File: src/rtl/led_seq_ctrl_if.sv
// Control/status bundle between the sequencer and whoever drives it.
// master = the controlling side, slave = led_seq_ctrl itself.
interface led_seq_ctrl_if;
    logic       en;
    logic       sync_clr;
    logic [1:0] mode;
    logic [2:0] sel;
    logic       step_pulse;

    modport master (
        output en,
        output sync_clr,
        output mode,
        input  sel,
        input  step_pulse
    );

    modport slave (
        input  en,
        input  sync_clr,
        input  mode,
        output sel,
        output step_pulse
    );
endinterface

File: src/rtl/led_seq_ctrl.sv
// Timed 3-bit index generator feeding the 3-to-8 one-hot decoder select lines.
// A prescaler produces a tick every CNT_MAX+1 enabled clocks; each tick steps sel by mode.
module led_seq_ctrl #(
    parameter int unsigned CNT_MAX = 24_999_999
) (
    input logic           sys_clk,
    input logic           sys_rst_n,
    led_seq_ctrl_if.slave bus
);

    localparam int CNT_W = (CNT_MAX > 0) ? $clog2(CNT_MAX + 1) : 1;
    localparam logic [CNT_W-1:0] CNT_TOP = CNT_W'(CNT_MAX);

    localparam logic [1:0] MODE_UP   = 2'b00;
    localparam logic [1:0] MODE_DOWN = 2'b01;
    localparam logic [1:0] MODE_PING = 2'b10;
    localparam logic [1:0] MODE_HOLD = 2'b11;

    typedef enum logic {
        DIR_UP   = 1'b0,
        DIR_DOWN = 1'b1
    } dir_e;

    logic [CNT_W-1:0] cnt_q, cnt_d;
    logic [2:0]       sel_q, sel_d;
    dir_e             dir_q, dir_d;
    logic             step_pulse_q, step_pulse_d;
    logic             tick;

    always_ff @(posedge sys_clk or negedge sys_rst_n) begin
        if (!sys_rst_n) begin
            cnt_q        <= '0;
            sel_q        <= 3'd0;
            dir_q        <= DIR_UP;
            step_pulse_q <= 1'b0;
        end else begin
            cnt_q        <= cnt_d;
            sel_q        <= sel_d;
            dir_q        <= dir_d;
            step_pulse_q <= step_pulse_d;
        end
    end

    // sync_clr outranks everything, so a tick landing on a clear is simply lost.
    always_comb begin
        cnt_d        = cnt_q;
        sel_d        = sel_q;
        dir_d        = dir_q;
        step_pulse_d = 1'b0;
        tick         = bus.en && (cnt_q == CNT_TOP);

        if (bus.sync_clr) begin
            cnt_d = '0;
            sel_d = 3'd0;
            dir_d = DIR_UP;
        end else begin
            if (bus.en) begin
                cnt_d = tick ? '0 : cnt_q + CNT_W'(1);
            end

            if (tick) begin
                case (bus.mode)
                    MODE_UP: begin
                        sel_d        = sel_q + 3'd1;
                        step_pulse_d = 1'b1;
                    end
                    MODE_DOWN: begin
                        sel_d        = sel_q - 3'd1;
                        step_pulse_d = 1'b1;
                    end
                    MODE_PING: begin
                        step_pulse_d = 1'b1;
                        // Bounce off the ends without dwelling on 7 or 0.
                        if (dir_q == DIR_UP) begin
                            if (sel_q == 3'd7) begin
                                sel_d = 3'd6;
                                dir_d = DIR_DOWN;
                            end else begin
                                sel_d = sel_q + 3'd1;
                            end
                        end else begin
                            if (sel_q == 3'd0) begin
                                sel_d = 3'd1;
                                dir_d = DIR_UP;
                            end else begin
                                sel_d = sel_q - 3'd1;
                            end
                        end
                    end
                    MODE_HOLD: begin
                        sel_d = sel_q;
                    end
                    default: begin
                        sel_d = sel_q;
                    end
                endcase
            end
        end
    end

    assign bus.sel        = sel_q;
    assign bus.step_pulse = step_pulse_q;

endmodule

File: src/flat_wrapper.sv
// flat-port wrapper written by rule: the top's interface ports become plain ports
module led_seq_ctrl_flat 
#(
    parameter int unsigned CNT_MAX = 24_999_999
)
  (sys_clk, sys_rst_n, bus_en, bus_sync_clr, bus_mode, bus_sel, bus_step_pulse);
  led_seq_ctrl_if bus_i ();
  input logic sys_clk;
  input logic sys_rst_n;
  input wire logic [$bits(bus_i.en)-1:0] bus_en;
  input wire logic [$bits(bus_i.sync_clr)-1:0] bus_sync_clr;
  input wire logic [$bits(bus_i.mode)-1:0] bus_mode;
  output wire logic [$bits(bus_i.sel)-1:0] bus_sel;
  output wire logic [$bits(bus_i.step_pulse)-1:0] bus_step_pulse;
  assign bus_i.en = bus_en;
  assign bus_i.sync_clr = bus_sync_clr;
  assign bus_i.mode = bus_mode;
  assign bus_sel = bus_i.sel;
  assign bus_step_pulse = bus_i.step_pulse;
  led_seq_ctrl #(.CNT_MAX(CNT_MAX)) u_core (.sys_clk(sys_clk), .sys_rst_n(sys_rst_n), .bus(bus_i));
endmodule
File: config.mk
export PLATFORM = sky130hd
export DESIGN_NAME = led_seq_ctrl_flat
export DESIGN_NICKNAME = d
export VERILOG_FILES = /design/src/rtl/led_seq_ctrl_if.sv /design/src/rtl/led_seq_ctrl.sv /design/src/flat_wrapper.sv
export SDC_FILE = /design/constraint.sdc
export NUM_CORES = 1
export LEC_CHECK = 0
export BUFFER_PORTS_ARGS = -buffer_cell sky130_fd_sc_hd__buf_4
export CORE_ASPECT_RATIO = 1.5
export CORE_MARGIN = 4
export CORE_UTILIZATION = 52
export DETAILED_ROUTE_END_ITERATION = 8
export GPL_ROUTABILITY_DRIVEN = 0
export PLACE_DENSITY = 0.82
export SKIP_CTS_REPAIR_TIMING = 1
export SYNTH_ARGS = -nofsm -noshare
export SYNTH_HDL_FRONTEND = slang
export SYNTH_SLANG_ARGS = --single-unit
File: constraint.sdc
create_clock -name sys_clk -period 2.21 [get_ports sys_clk]
set_input_delay 0.221 -clock sys_clk [delete_from_list [all_inputs] [get_ports sys_clk]]
set_output_delay 0.221 -clock sys_clk [all_outputs]
set_load 0.005 [all_outputs]
==> out/metrics.yaml <==
pwr-share-seq_pct: 51.0
synthToLayoutAreaGrowth_pct: 13.6
grt_busiest_layer: "met2"
fin_cells: 273
dr.pass1.iters: 4
grt_pass1_vias: 1602
p_sw_share_pct: 23.6
crit_required_ns: 2.42
grt_use_total_pct: 20.1
hold_slack_ns: 0.232
crit_type: "reg2reg"
relSlewSlack_pct: 73.0
crit_arrival_ns: 2.34
tightest_slew_ns: 0.405
path_clk_slew_ns: 0.06
p_sw_mw: 0.257
ir_drop_uv: 360
clock.fmax_ghz: 0.470
layout-drive-gt1-share_pct: 13.0
crit_slowest_cell: "or4b_1"
post-route-period-util_pct: 96.3
netlist_area_um2: 1900
detail-route-antenna-nets: 0
cp-start-kind: "flop"
max_stage_delay_ns: 0.50
endpoint_kind: "flop"
design.die.area_um2: 4700
place_inst: 264
path_cells: "ha_4 > nand4_4 > or4_4 > or2_1 > or4b_1 > a21oi_1"
grt_pass1_wl_um: 7180
grt_max_degree: 31
cts_root_buf: "clkbuf_8"
synth_edf_count: 0
fillCellCount: 334
cts_tree: "done"
power_density_nw_per_um2: 505
pre_cts_slack_ns: 0.0783
crit_path_max_fanout: 5
p_leak_nw: 0.942
viasPerCell: 5.87
use_met3_pct: 3.62
clkSinkCount: 30
syn_inst: 213
antenna_found_initial: 0
clk_latency_ns: 0.28
n_antenna_cell: 0
synth_flop_cell: "dfrtp_1"
die_h_um: 82.0
yosys_warnings: 0
core_region_area_um2: 3450
fin_crit_ns: 2.13
ys_seq_area_share_pct: 39.6
synth-seq-cells: 30
numPortBuffers: 9
p_int_mw: 0.832
async_reset_ff_share_pct: 100
pwr-share-comb_pct: 7.0
grt_overflow: 0
met1_usage_pct: 21.1
placed_area_um2: 2050
cts_max_level: 2
grt_setup_unrepaired: "yes"
syn_nets: 230
cts.path.max_buffers: 2
cts_buffers: 5
wl_per_cell_um: 15.1
core.rowCount: 26
start_util_pct: 55.0
cap_violations: 0
hold_viol_final: 0
clock_power_share_pct: 42.1
ys_types: 40
slew_viol_final: 0
worst_slack_ns: 0.0808
hpwl_um: 3100
num_vias: 1602
top_level_ports: 10
routed_wl_um: 4130
grtUsageMet2_pct: 37.4
hp-class: "in2reg"
fin_setup_tns_ns: 0
run_status: "complete, no violations"
fin_nets: 247
drt_iter0_drc: 26
die_w_um: 57.3
drc: 0
setup_viol: 0
final_cell_area_um2: 2160
skew_ns: 0.00592
synth_area_per_cell_um2: 8.91
power by group through the flow:
| stage | clock (mW) | combinational (mW) | sequential (mW) |
|---|---|---|---|
| 6_report | 0.458 | 0.0760 | 0.555 |
| 2_1_floorplan | 0 | 0.0421 | 0.566 |
| 3_5_place_dp | 0 | 0.0758 | 0.565 |
| 4_1_cts | 0.467 | 0.0764 | 0.555 |
| 5_1_grt | 0.497 | 0.0864 | 0.554 |
| 3_3_place_gp | 0 | 0.0745 | 0.565 |
final cells by class:
type	instances	area (um^2)	share of cell area (%)
clock inverter	1	5.00	0.232
inverter	10	37.5	1.74
clock buffer	7	86.3	4.00
sequential	30	751	34.8
tap	42	52.6	2.44
multi-input combinational	164	1080	50.0
timing repair buffer	19	145	6.73
metal layers:
metal / part of all wire, % / wire length (um)
met5: 0 / 0
met1: 41 / 1700
met2: 54 / 2220
met3: 2.4 / 98
met4: 2.9 / 118
through the flow:
step	power (mW)	utilization, %
6_report	1.09	62.5
5_1_grt	1.14	62.5
4_1_cts	1.10	62.2
3_5_place_dp	0.641	59.6
3_3_place_gp	0.639	59.6
2_1_floorplan	0.608	-
registers in the layout, indices dropped and copies added, names as in the netlist:
signal,cells
u_core.cnt_q,25
u_core.bus.sel,3
u_core.dir_q,1
u_core.bus.step_pulse,1
worst paths after layout:
check	start	to	slack (ns)	cells past startpoint
hold / removal	bus_sync_clr	u_core.cnt_q[1]$_DFFE_PN0P_	0.23	2
max in group asynchronous	sys_rst_n	u_core.bus.sel[2]$_DFFE_PN0P_	1.52	2
setup / recovery	u_core.cnt_q[1]$_DFFE_PN0P_	u_core.dir_q$_DFFE_PN0P_	0.08	6
min in group asynchronous	sys_rst_n	u_core.cnt_q[5]$_DFFE_PN0P_	0.40	2
hold reg to reg	u_core.cnt_q[21]$_DFFE_PN0P_	u_core.cnt_q[21]$_DFFE_PN0P_	0.54	1
setup reg to reg	u_core.cnt_q[1]$_DFFE_PN0P_	u_core.dir_q$_DFFE_PN0P_	0.08	6
critical path: cells and delay by family (launching register included):
family                   cells  cell delay, ns
AND/OR/NAND/NOR              4            1.33
flip-flops                   1            0.39
adder cells (fa/ha/maj)      1            0.18
AO/OA/AOI/OAI                1            0.15
kinds of logic after synthesis:
| family | after synthesis | share of synthesized area (%) |
|---|---|---|
| flip-flops | 30 | 39.6 |
| AO/OA/AOI/OAI | 33 | 10.7 |
| AND/OR/NAND/NOR | 99 | 28.2 |
| multiplexers | 4 | 2.18 |
| buffers and inverters | 19 | 4.28 |
| adder cells (fa/ha/maj) | 11 | 7.25 |
| XOR/XNOR | 17 | 7.84 |
cell usage after synthesis, drive strengths merged (2+ instances only):
cell type / n / share of area (%)
xnor2: 9 / 4.2
mux2i: 3 / 1.6
nor2: 26 / 5.1
nor4: 7 / 2.3
or4: 4 / 1.8
a21oi: 5 / 1.3
nand4: 9 / 3.8
o21ai: 12 / 3.2
nand2b: 3 / 0.99
nor3b: 2 / 0.79
nor3: 5 / 1.3
nand3: 9 / 2.6
nor2b: 5 / 1.6
inv: 10 / 2.0
o22ai: 4 / 1.3
nand2: 18 / 3.6
ha: 11 / 7.3
and3: 6 / 2.0
a22o: 2 / 0.92
dfrtp: 30 / 40
buf: 2 / 0.86
clkbuf: 7 / 1.4
a21boi: 4 / 1.6
a31oi: 2 / 0.66
xor2: 8 / 3.7
cell usage in the layout, fill, tap and decap left out, types with 6 or more instances in the layout:
| cell | n |
|---|---|
| and3_1 | 6 |
| buf_4 | 18 |
| clkbuf_8 | 6 |
| dfrtp_1 | 30 |
| ha_1 | 10 |
| inv_1 | 10 |
| nand2_1 | 18 |
| nand3_1 | 8 |
| nand4_1 | 8 |
| nor2_1 | 26 |
| nor4_1 | 7 |
| o21ai_0 | 11 |
| xnor2_1 | 9 |
| xor2_1 | 8 |
Power figures use the tool's default switching activity.
